<file path="src/rtl/imem_loader.sv">
// Byte-stream program loader: frames a little-endian word count plus words into IMEM debug writes.
// Optional read-back check after every write is enabled by defining IMEM_LOADER_VERIFY_EN.
module imem_loader #(
   parameter int unsigned MEM_WORDS = 1024,
   parameter logic [31:0] BASE_ADDR = 32'h0000_0000
) (
   input  logic        i_clk,
   input  logic        i_reset,
   input  logic        i_start,
   input  logic        i_in_valid,
   input  logic [7:0]  i_in_data,
   output logic        o_in_ready,
   output logic        o_debug_en,
   output logic        o_debug_write_en,
   output logic [31:0] o_debug_addr,
   output logic [31:0] o_debug_data_in,
   input  logic [31:0] i_debug_data_out,
   output logic        o_busy,
   output logic        o_core_hold,
   output logic        o_done,
   output logic        o_error,
   output logic [15:0] o_words_written
);

   typedef enum logic [2:0] {
      StIdle,
      StHdr,
      StData,
      StWrite,
      StVerify,
      StDone,
      StError
   } state_e;

   state_e      r_state;
   state_e      w_state_next;
   logic [1:0]  r_byte_idx;
   logic [31:0] r_count;
   logic [31:0] r_word;
   logic [15:0] r_words;
   logic        r_dbg_en;
   logic        r_dbg_we;
   logic [31:0] r_dbg_addr;
   logic [31:0] r_dbg_data;

   logic        w_in_ready;
   logic        w_busy;
   logic        w_start_ok;
   logic        w_accept;
   logic        w_last_byte;
   logic [31:0] w_hdr_full;
   logic [31:0] w_word_full;
   logic        w_last_word;
   logic        w_commit;
   logic        w_dbg_en_d;
   logic        w_dbg_we_d;
   logic [31:0] w_dbg_addr_d;
   logic [31:0] w_dbg_data_d;

   assign w_start_ok  = i_start && !w_busy;
   assign w_accept    = i_in_valid && w_in_ready;
   assign w_last_byte = w_accept && (r_byte_idx == 2'd3);
   assign w_hdr_full  = {i_in_data, r_count[23:0]};
   assign w_word_full = {i_in_data, r_word[23:0]};
   assign w_last_word = ({16'd0, r_words} + 32'd1) == r_count;

`ifdef IMEM_LOADER_VERIFY_EN
   // A word counts as committed only once its read-back matches.
   assign w_commit = (r_state == StVerify) && (i_debug_data_out == r_dbg_data);
`else
   assign w_commit = (r_state == StWrite);
`endif

   // State register and datapath
   always_ff @(posedge i_clk) begin
      if (i_reset) begin
         r_state    <= StIdle;
         r_byte_idx <= 2'd0;
         r_count    <= 32'd0;
         r_word     <= 32'd0;
         r_words    <= 16'd0;
         r_dbg_en   <= 1'b0;
         r_dbg_we   <= 1'b0;
         r_dbg_addr <= 32'd0;
         r_dbg_data <= 32'd0;
      end else begin
         r_state    <= w_state_next;
         r_dbg_en   <= w_dbg_en_d;
         r_dbg_we   <= w_dbg_we_d;
         r_dbg_addr <= w_dbg_addr_d;
         r_dbg_data <= w_dbg_data_d;
         if (w_start_ok) begin
            r_byte_idx <= 2'd0;
            r_count    <= 32'd0;
            r_words    <= 16'd0;
         end
         if (w_accept) begin
            r_byte_idx <= r_byte_idx + 2'd1;
            if (r_state == StHdr) begin
               r_count[{r_byte_idx, 3'b000} +: 8] <= i_in_data;
            end else begin
               r_word[{r_byte_idx, 3'b000} +: 8] <= i_in_data;
            end
         end
         if (w_commit) begin
            r_words <= r_words + 16'd1;
         end
      end
   end

   // Next-state logic
   always_comb begin
      w_state_next = r_state;
      unique case (r_state)
         StIdle, StDone, StError: begin
            if (i_start) w_state_next = StHdr;
         end
         StHdr: begin
            if (w_last_byte) begin
               if (w_hdr_full == 32'd0)                 w_state_next = StDone;
               else if (w_hdr_full > 32'(MEM_WORDS))    w_state_next = StError;
               else                                     w_state_next = StData;
            end
         end
         StData: begin
            if (w_last_byte) w_state_next = StWrite;
         end
         StWrite: begin
`ifdef IMEM_LOADER_VERIFY_EN
            w_state_next = StVerify;
`else
            w_state_next = w_last_word ? StDone : StData;
`endif
         end
         StVerify: begin
`ifdef IMEM_LOADER_VERIFY_EN
            if (!w_commit)        w_state_next = StError;
            else if (w_last_word) w_state_next = StDone;
            else                  w_state_next = StData;
`else
            w_state_next = StIdle;
`endif
         end
         default: w_state_next = StIdle;
      endcase
   end

   // Outputs; debug_* are registered from their next-state values
   always_comb begin
      w_in_ready   = (r_state == StHdr) || (r_state == StData);
      w_busy       = w_in_ready || (r_state == StWrite) || (r_state == StVerify);
      w_dbg_en_d   = (w_state_next == StWrite) || (w_state_next == StVerify);
      w_dbg_we_d   = (w_state_next == StWrite);
      w_dbg_addr_d = 32'd0;
      w_dbg_data_d = 32'd0;
      if (w_dbg_en_d) begin
         w_dbg_addr_d = BASE_ADDR + {14'd0, r_words, 2'b00};
         w_dbg_data_d = (r_state == StData) ? w_word_full : r_dbg_data;
      end
   end

   assign o_in_ready       = w_in_ready;
   assign o_busy           = w_busy;
   assign o_core_hold      = w_busy;
   assign o_done           = (r_state == StDone);
   assign o_error          = (r_state == StError);
   assign o_words_written  = r_words;
   assign o_debug_en       = r_dbg_en;
   assign o_debug_write_en = r_dbg_we;
   assign o_debug_addr     = r_dbg_addr;
   assign o_debug_data_in  = r_dbg_data;

endmodule

</file>
<file path="config.mk">
export PLATFORM = sky130hd
export DESIGN_NAME = imem_loader
export DESIGN_NICKNAME = d
export VERILOG_FILES = /design/src/rtl/imem_loader.sv
export SDC_FILE = /design/constraint.sdc
export NUM_CORES = 1
export LEC_CHECK = 0
export BUFFER_PORTS_ARGS = -buffer_cell sky130_fd_sc_hd__buf_4
export CAP_MARGIN = 20
export CORE_MARGIN = 2
export CORE_UTILIZATION = 54
export CTS_CLUSTER_SIZE = 20
export DETAILED_ROUTE_END_ITERATION = 16
export PLACE_DENSITY = 0.87
export SYNTH_ARGS = -nofsm -noshare
export SYNTH_HDL_FRONTEND = slang
export SYNTH_SLANG_ARGS = --single-unit
</file>
<file path="constraint.sdc">
create_clock -name i_clk -period 2.78 [get_ports i_clk]
set_input_delay 0 -clock i_clk [delete_from_list [all_inputs] [get_ports i_clk]]
set_output_delay 0 -clock i_clk [all_outputs]
set_load 0.005 [all_outputs]
</file>
==> results.toml, run 1 <==
[status]
outcome = "complete, no violations"

[critical_path]
crit_buf_inv = 0
end_kind = "flip-flop"
critPathSlowestCell = "or4_4"
path_cells = "ha_1 > and3_4 > and4_4 > xnor2_1 > o21ai_1 > or4_4 > o21a_1"
cp_max_fo = 9
worstSetupPathType = "flip-flop to flip-flop"
cp_slowest_stage_delay_ns = 0.58
path_delay_family = "simple AND/OR/NAND/NOR gates"
start_kind = "flip-flop"
crit_required_ns = 3.20
crit_arrival_ns = 2.98

[timing]
hold_slack_ns = 0.0348
worst_pin_slew_ns = 0.813
clock_skew_ns = 0.00663
min_period_ns = 2.56
slew_violations = 0
finalSetupViolCount = 0
finalHoldViolCount = 0
fmax_mhz = 391
min_period_over_period_pct = 92.0
final.setup.tns_ns = 0
rsz0062_at_grt = "no"
max-slew-margin-rel_pct = 45.8

[global_routing]
grt_usage_pct = 26.8
grt_pass1_wl_microns = 24900
grt_pass1_vias = 5112
antenna_found_initial = 0
grt_max_degree = 79
gr-total-overflow = 0

[pwr]
peakVddDrop_mv = 0.516
pwr_density_cell_nw_per_um2 = 628
p_leak_nw = 2.75

[floorplan]
die_x_microns = 108
core_sq_um = 10700
dieArea_sq_um = 11800
pin_count = 131
die_h_microns = 108
row_count = 38
start_util_pct = 54.8

[clocking]
cts_tree = "done"
cts-root-buf = "clkbuf_8"
post-cts-setup-buffers = 0
insertion_delay_ns = 0.52
htreeDepth = 4
cts_resized = 0
holdBufCountCts = 10
clock_sinks = 127
cts.path.max_buffers = 2
cts_made_buffers = 17
clk_pin_slew_ns = 0.06

[cells_and_area]
fin_area_sq_um = 7130
antennaDiodeCount = 0
postLayoutCoreUtil_pct = 66.3
nets = 803
layout.cells.non_filler = 907
syn2layout_area_growth_pct = 21.1
drive_gt1_share_pct = 22.6

[logic_synthesis]
yosysUniqueCellTypes = 63
synth_area_sq_um = 5890
yosysSeqAreaShare_pct = 43.2
avgSynthCellArea_sq_um = 8.53
ys_ff_latch = 127
yosys_warnings = 0
synth_cells = 690
synth_edf_count = 0
synth_ff_type = "dfxtp_1"
asyncSetResetFlopFracSynth_pct = 0

[route]
wirelength_microns = 15800
viasPerCell = 6.00
firstDrtPassIters = 10
ant_nets = 0
dr_total_vias = 5439
drc = 0
detail_route.wl_per_cell_microns = 17.4
drt-initial-drc-count = 576

[run]
drv_cap = 0

[placement]
placed_cell_area_sq_um = 6370
gp_congestion = 0.885
dp_cells = 865
port_buffers = 82
dpl.hpwl_microns = 10000

[worst_hold_path]
worst_hold_path_type = "input port to flip-flop"
## sequential cells by signal (all words and copies together) (netlist names)
name / flops
r_count: 32
r_state: 3
o_debug_en: 1
o_debug_data_in: 32
r_word: 24
r_byte_idx: 2
o_debug_addr: 16
o_words_written: 16
o_debug_write_en: 1
## cells in the mapped netlist, drive strengths merged, types with 4 or more instances
master	instances	share of area [%]
nor3	10	0.85
ha	5	1.1
nor4	11	1.7
a31oi	6	0.64
inv	8	0.51
xor2	8	1.2
clkbuf	34	2.5
and2	6	0.66
nor2b	4	0.43
and3	27	3.0
a22oi	37	4.7
nand4	10	1.2
nor3b	6	0.85
buf	40	5.3
xnor2	12	1.8
nor2	68	4.3
and4	4	0.66
nand2	99	6.4
o21ai	15	1.3
dfxtp	127	43
a21oi	81	8.9
nand3	32	2.7
nand2b	4	0.43
a211oi	4	0.51
## routing by layer
metal	wire length (microns)	track usage (%)
met5	0	0
met3	1290	7.17
met4	405	11.2
met2	7860	44.4
met1	6230	32.8
## layout make-up
| type | count | area, sq um |
|---|---|---|
| clock buffers | 21 | 459 |
| flip-flops and latches | 127 | 2540 |
| fillers | 825 | 3620 |
| well taps | 140 | 175 |
| inverters | 8 | 30.0 |
| multi-input cells | 496 | 2920 |
| repair buffers | 104 | 806 |
| clock inverters | 11 | 201 |
## kinds of logic after synthesis
logic type / count (synthesis) / share of synthesized area [%]
compound gates: 161 / 19.3
xor+xnor: 20 / 2.98
fa+ha+maj: 5 / 1.06
buf+inv: 82 / 8.27
flops: 127 / 43.2
mux: 2 / 0.340
other cells: 1 / 0.0637
simple gates: 292 / 24.8
## placed cells by master, fill, tap and decap left out, drive strengths merged, types with 8 or more instances in the layout
cell type      n
conb          16
nand4         10
nand2         99
and3          27
inv           10
nand3         32
clkbuf        21
dfxtp        127
buf           94
nor4          11
a21oi         81
xor2           8
nor3          10
dlygate4sd3   10
a22oi         37
xnor2         12
o21ai         15
nor2          68
## final timing paths
check | depth (start not counted) | end | start | slack, ns
max | 7 | r_state[1] | o_words_written[1] | 0.22
min | 2 | o_words_written[0] | i_reset | 0.03
max reg2reg | 7 | r_state[1] | o_words_written[1] | 0.22
min reg2reg | 2 | r_word[7] | r_word[7] | 0.46
## through the flow
stage / total power, W / setup slack (ns)
6_report: 0.00448 / 0.222
5_1_grt: 0.00458 / 0.0485
4_1_cts: 0.00449 / 0.262
3_5_place_dp: 0.00204 / 0.289
3_3_place_gp: 0.00203 / 0.352
2_1_floorplan: 0.00201 / 0.449
## power by group
| group | leakage [nW] | switching, W | internal (W) | total [W] |
|---|---|---|---|---|
| sequential | 1.02 | 0.00000940 | 0.00183 | 0.00184 |
| combinational | 1.41 | 0.000119 | 0.0000609 | 0.000180 |
| clock | 0.319 | 0.000834 | 0.00163 | 0.00246 |
| total | 2.75 | 0.000962 | 0.00352 | 0.00448 |
No activity file was read; power rests on OpenSTA's default activity.
==> inputs of run 2 (changes only) <==
--- a/config.mk
+++ b/config.mk
@@ -5,6 +5,7 @@
 export SDC_FILE = /design/constraint.sdc
 export NUM_CORES = 1
 export LEC_CHECK = 0
+export ABC_AREA = 1
 export BUFFER_PORTS_ARGS = -buffer_cell sky130_fd_sc_hd__buf_4
 export CAP_MARGIN = 20
 export CORE_MARGIN = 2
==> run 2 against run 1 <==
  * Sequential share of layout area barely moved
  * Hold slack improved by 0.29 ns
  * Maximum frequency rose by 8.1%
  * Highest routed layer unchanged
==> results.toml, run 2 <==
[timing]
max-slew-margin-rel_pct = 43.7
min_period_over_period_pct = 85.1
rsz0062_at_grt = "no"
min_period_ns = 2.37
clock_skew_ns = 0.00672
finalHoldViolCount = 0
finalSetupViolCount = 0
fmax_mhz = 422
final.setup.tns_ns = 0
slew_violations = 0
worst_pin_slew_ns = 0.843

[floorplan]
dieArea_sq_um = 11700
die_x_microns = 108
start_util_pct = 54.7
row_count = 38
core_sq_um = 10700
pin_count = 131
die_h_microns = 108

[logic_synthesis]
yosysSeqAreaShare_pct = 43.4
asyncSetResetFlopFracSynth_pct = 0
synth_area_sq_um = 5850
synth.area.top_cells = "dfxtp_1 (43%), nand2_1 (14%), a21oi_1 (7.6%), nor2_1 (5.8%), inv_1 (4.9%)"
yosysTopAreaCell = "dfxtp_1"
ys_ff_latch = 127
synth_ff_type = "dfxtp_1"
ys_top_cells_by_count = "nand2_1 (212), dfxtp_1 (127), nor2_1 (90), a21oi_1 (89), inv_1 (76)"
yosys_warnings = 0
yosysUniqueCellTypes = 27
synth_edf_count = 0
synth_top_area_share_pct = 43.4
yosysMostFrequentCell = "nand2_1"
synth_cells = 837
avgSynthCellArea_sq_um = 6.99

[placement]
gp_congestion = 0.934
port_buffers = 82
placed_cell_area_sq_um = 6460
dpl.hpwl_microns = 9780

[critical_path]
worstSetupPathType = "flip-flop to flip-flop"
end_kind = "flip-flop"
crit_buf_inv = 5
crit_required_ns = 3.19
start_kind = "flip-flop"
cp_max_fo = 33
critPathSlowestCell = "nor2_1"
crit_arrival_ns = 2.78
path_delay_family = "simple AND/OR/NAND/NOR gates"
cp_slowest_stage_delay_ns = 0.52
path_cells = "inv_1 > nor2_2 > inv_2 > nor2_4 > inv_2 > nor2_4 > inv_2 > nor2_1 > inv_1 > nor2_1 > nor2_1"

[route]
ant_nets = 0
drt-initial-drc-count = 398
viasPerCell = 5.38
wirelength_microns = 14800
firstDrtPassIters = 5
dr_total_vias = 5753
detail_route.wl_per_cell_microns = 13.9
drc = 0

[cells_and_area]
antennaDiodeCount = 0
syn2layout_area_growth_pct = 21.9
final_cell_mix = "nand2_1 (212), dfxtp_1 (127), nor2_1 (90)"
drive_gt1_share_pct = 17.7
nets = 968
fin_area_sq_um = 7130
layout_commonest_cell = "nand2_1"
register_area_sq_um = 2540
fill_cells = 891
multi_input_area_sq_um = 2760

[worst_hold_path]
worst_hold_path_type = "input port to flip-flop"

[global_routing]
grt_pass1_wl_microns = 24700
grt_max_degree = 49
gr-total-overflow = 0
antenna_found_initial = 0
grt_pass1_vias = 5329
grt_usage_pct = 26.3

[pwr]
pwr_density_cell_nw_per_um2 = 589
p_int_w = 0.00321
peakVddDrop_mv = 0.459
swShare_pct = 23.5
seqPwrFrac_pct = 43.9
p_comb_share_pct = 5.8
clkPwrFrac_pct = 50.3
p_leak_nw = 2.81
p_switching_w = 0.000985

[clocking]
cts-root-buf = "clkbuf_8"
cts_tree = "done"
clk_pin_slew_ns = 0.06
clock_sinks = 127
cts_made_buffers = 17
insertion_delay_ns = 0.52
cts.path.max_buffers = 2
htreeDepth = 4

[status]
outcome = "complete, no violations"

[run]
drv_cap = 0
run 2: cell types whose count changed in the layout (fill, tap and decap cells not counted), moves of 12 or more:
cell	delta
a21oi_1	+37
nand3_1	+17
o21ai_0	+24
and3_1	-24
nor2_1	+23
xnor2_1	-12
inv_1	+68
a22oi_1	-37
a21oi_2	-18
nor2_2	+18
nand2_1	+114
nor3_1	+19
run 2: kinds of logic after synthesis:
logic type	share of synthesized area [%]
other cells	0.0641
buf+inv	10.5
flops	43.4
fa+ha+maj	1.07
compound gates	13.5
xor+xnor	0.150
simple gates	31.3
run 2: path summary, 6_finish.rpt:
| check | startpoint | end | slack, ns | cells past startpoint |
|---|---|---|---|---|
| setup / recovery | r_state[1] | r_word[17] | 0.41 | 11 |
| hold / removal | i_in_data[4] | o_debug_data_in[28] | 0.33 | 4 |
| setup reg to reg | r_state[1] | r_word[17] | 0.41 | 11 |
| hold reg to reg | r_count[27] | r_count[27] | 0.47 | 2 |
run 2: through the flow:
stage / std cells / hold slack [ns] / util, % / total power, W / setup WS [ns]
floorplan: 852 / 0.0721 / - / 0.00205 / 0.705
global placement: 1029 / 0.285 / 60.4 / 0.00210 / 0.573
detailed placement: 1029 / 0.290 / 60.4 / 0.00210 / 0.442
CTS: 1070 / 0.311 / 66.7 / 0.00419 / 0.422
global route: 1070 / 0.338 / 66.7 / 0.00431 / 0.163
finish: 1070 / 0.327 / 66.7 / 0.00420 / 0.413
run 2: what timing repair did:
item	in CTS	in global routing
buffers inserted	0	0
hold buffers	11	0
endpoints found under the hold margin	50	0
gates resized for setup	0	0
endpoints found under the setup margin	0	0
run 2: area by class of cell:
class | instances | share of cell area (%)
multi-input cells | 591 | 38.7
flip-flops and latches | 127 | 35.6
repair buffers | 99 | 11.0
clock buffers | 20 | 6.24
inverters | 83 | 4.37
well taps | 140 | 2.46
clock inverters | 10 | 1.61
run 2: per-layer routing:
| metal | vias up | share of wire [%] | wire length [microns] | track usage (%) |
|---|---|---|---|---|
| met5 | - | 0 | 0 | 0 |
| met4 | 0 | 3.1 | 457 | 12.2 |
| met3 | 54 | 7.5 | 1120 | 6.15 |
| met2 | 282 | 48 | 7120 | 43.9 |
| met1 | 2593 | 41 | 6140 | 32.3 |
| li1 | 2824 | - | - | - |
run 2: power groups by stage:
stage          Sequential, W  Clock (W)  Combinational [W]
6_report             0.00184    0.00211           0.000244
3_5_place_dp         0.00188          0           0.000220
3_3_place_gp         0.00188          0           0.000218
4_1_cts              0.00184    0.00211           0.000237
2_1_floorplan        0.00188          0           0.000173
5_1_grt              0.00184    0.00220           0.000267
run 2: worst register-to-register path, cell delays in order, from the launching register on:
cell and delay [ns]:
dfxtp_1 0.36, inv_1 0.09, nor2_2 0.16, inv_2 0.08, nor2_4 0.09, inv_2 0.23, nor2_4 0.21, inv_2 0.06
nor2_1 0.52, inv_1 0.24, nor2_1 0.15, nor2_1 0.06
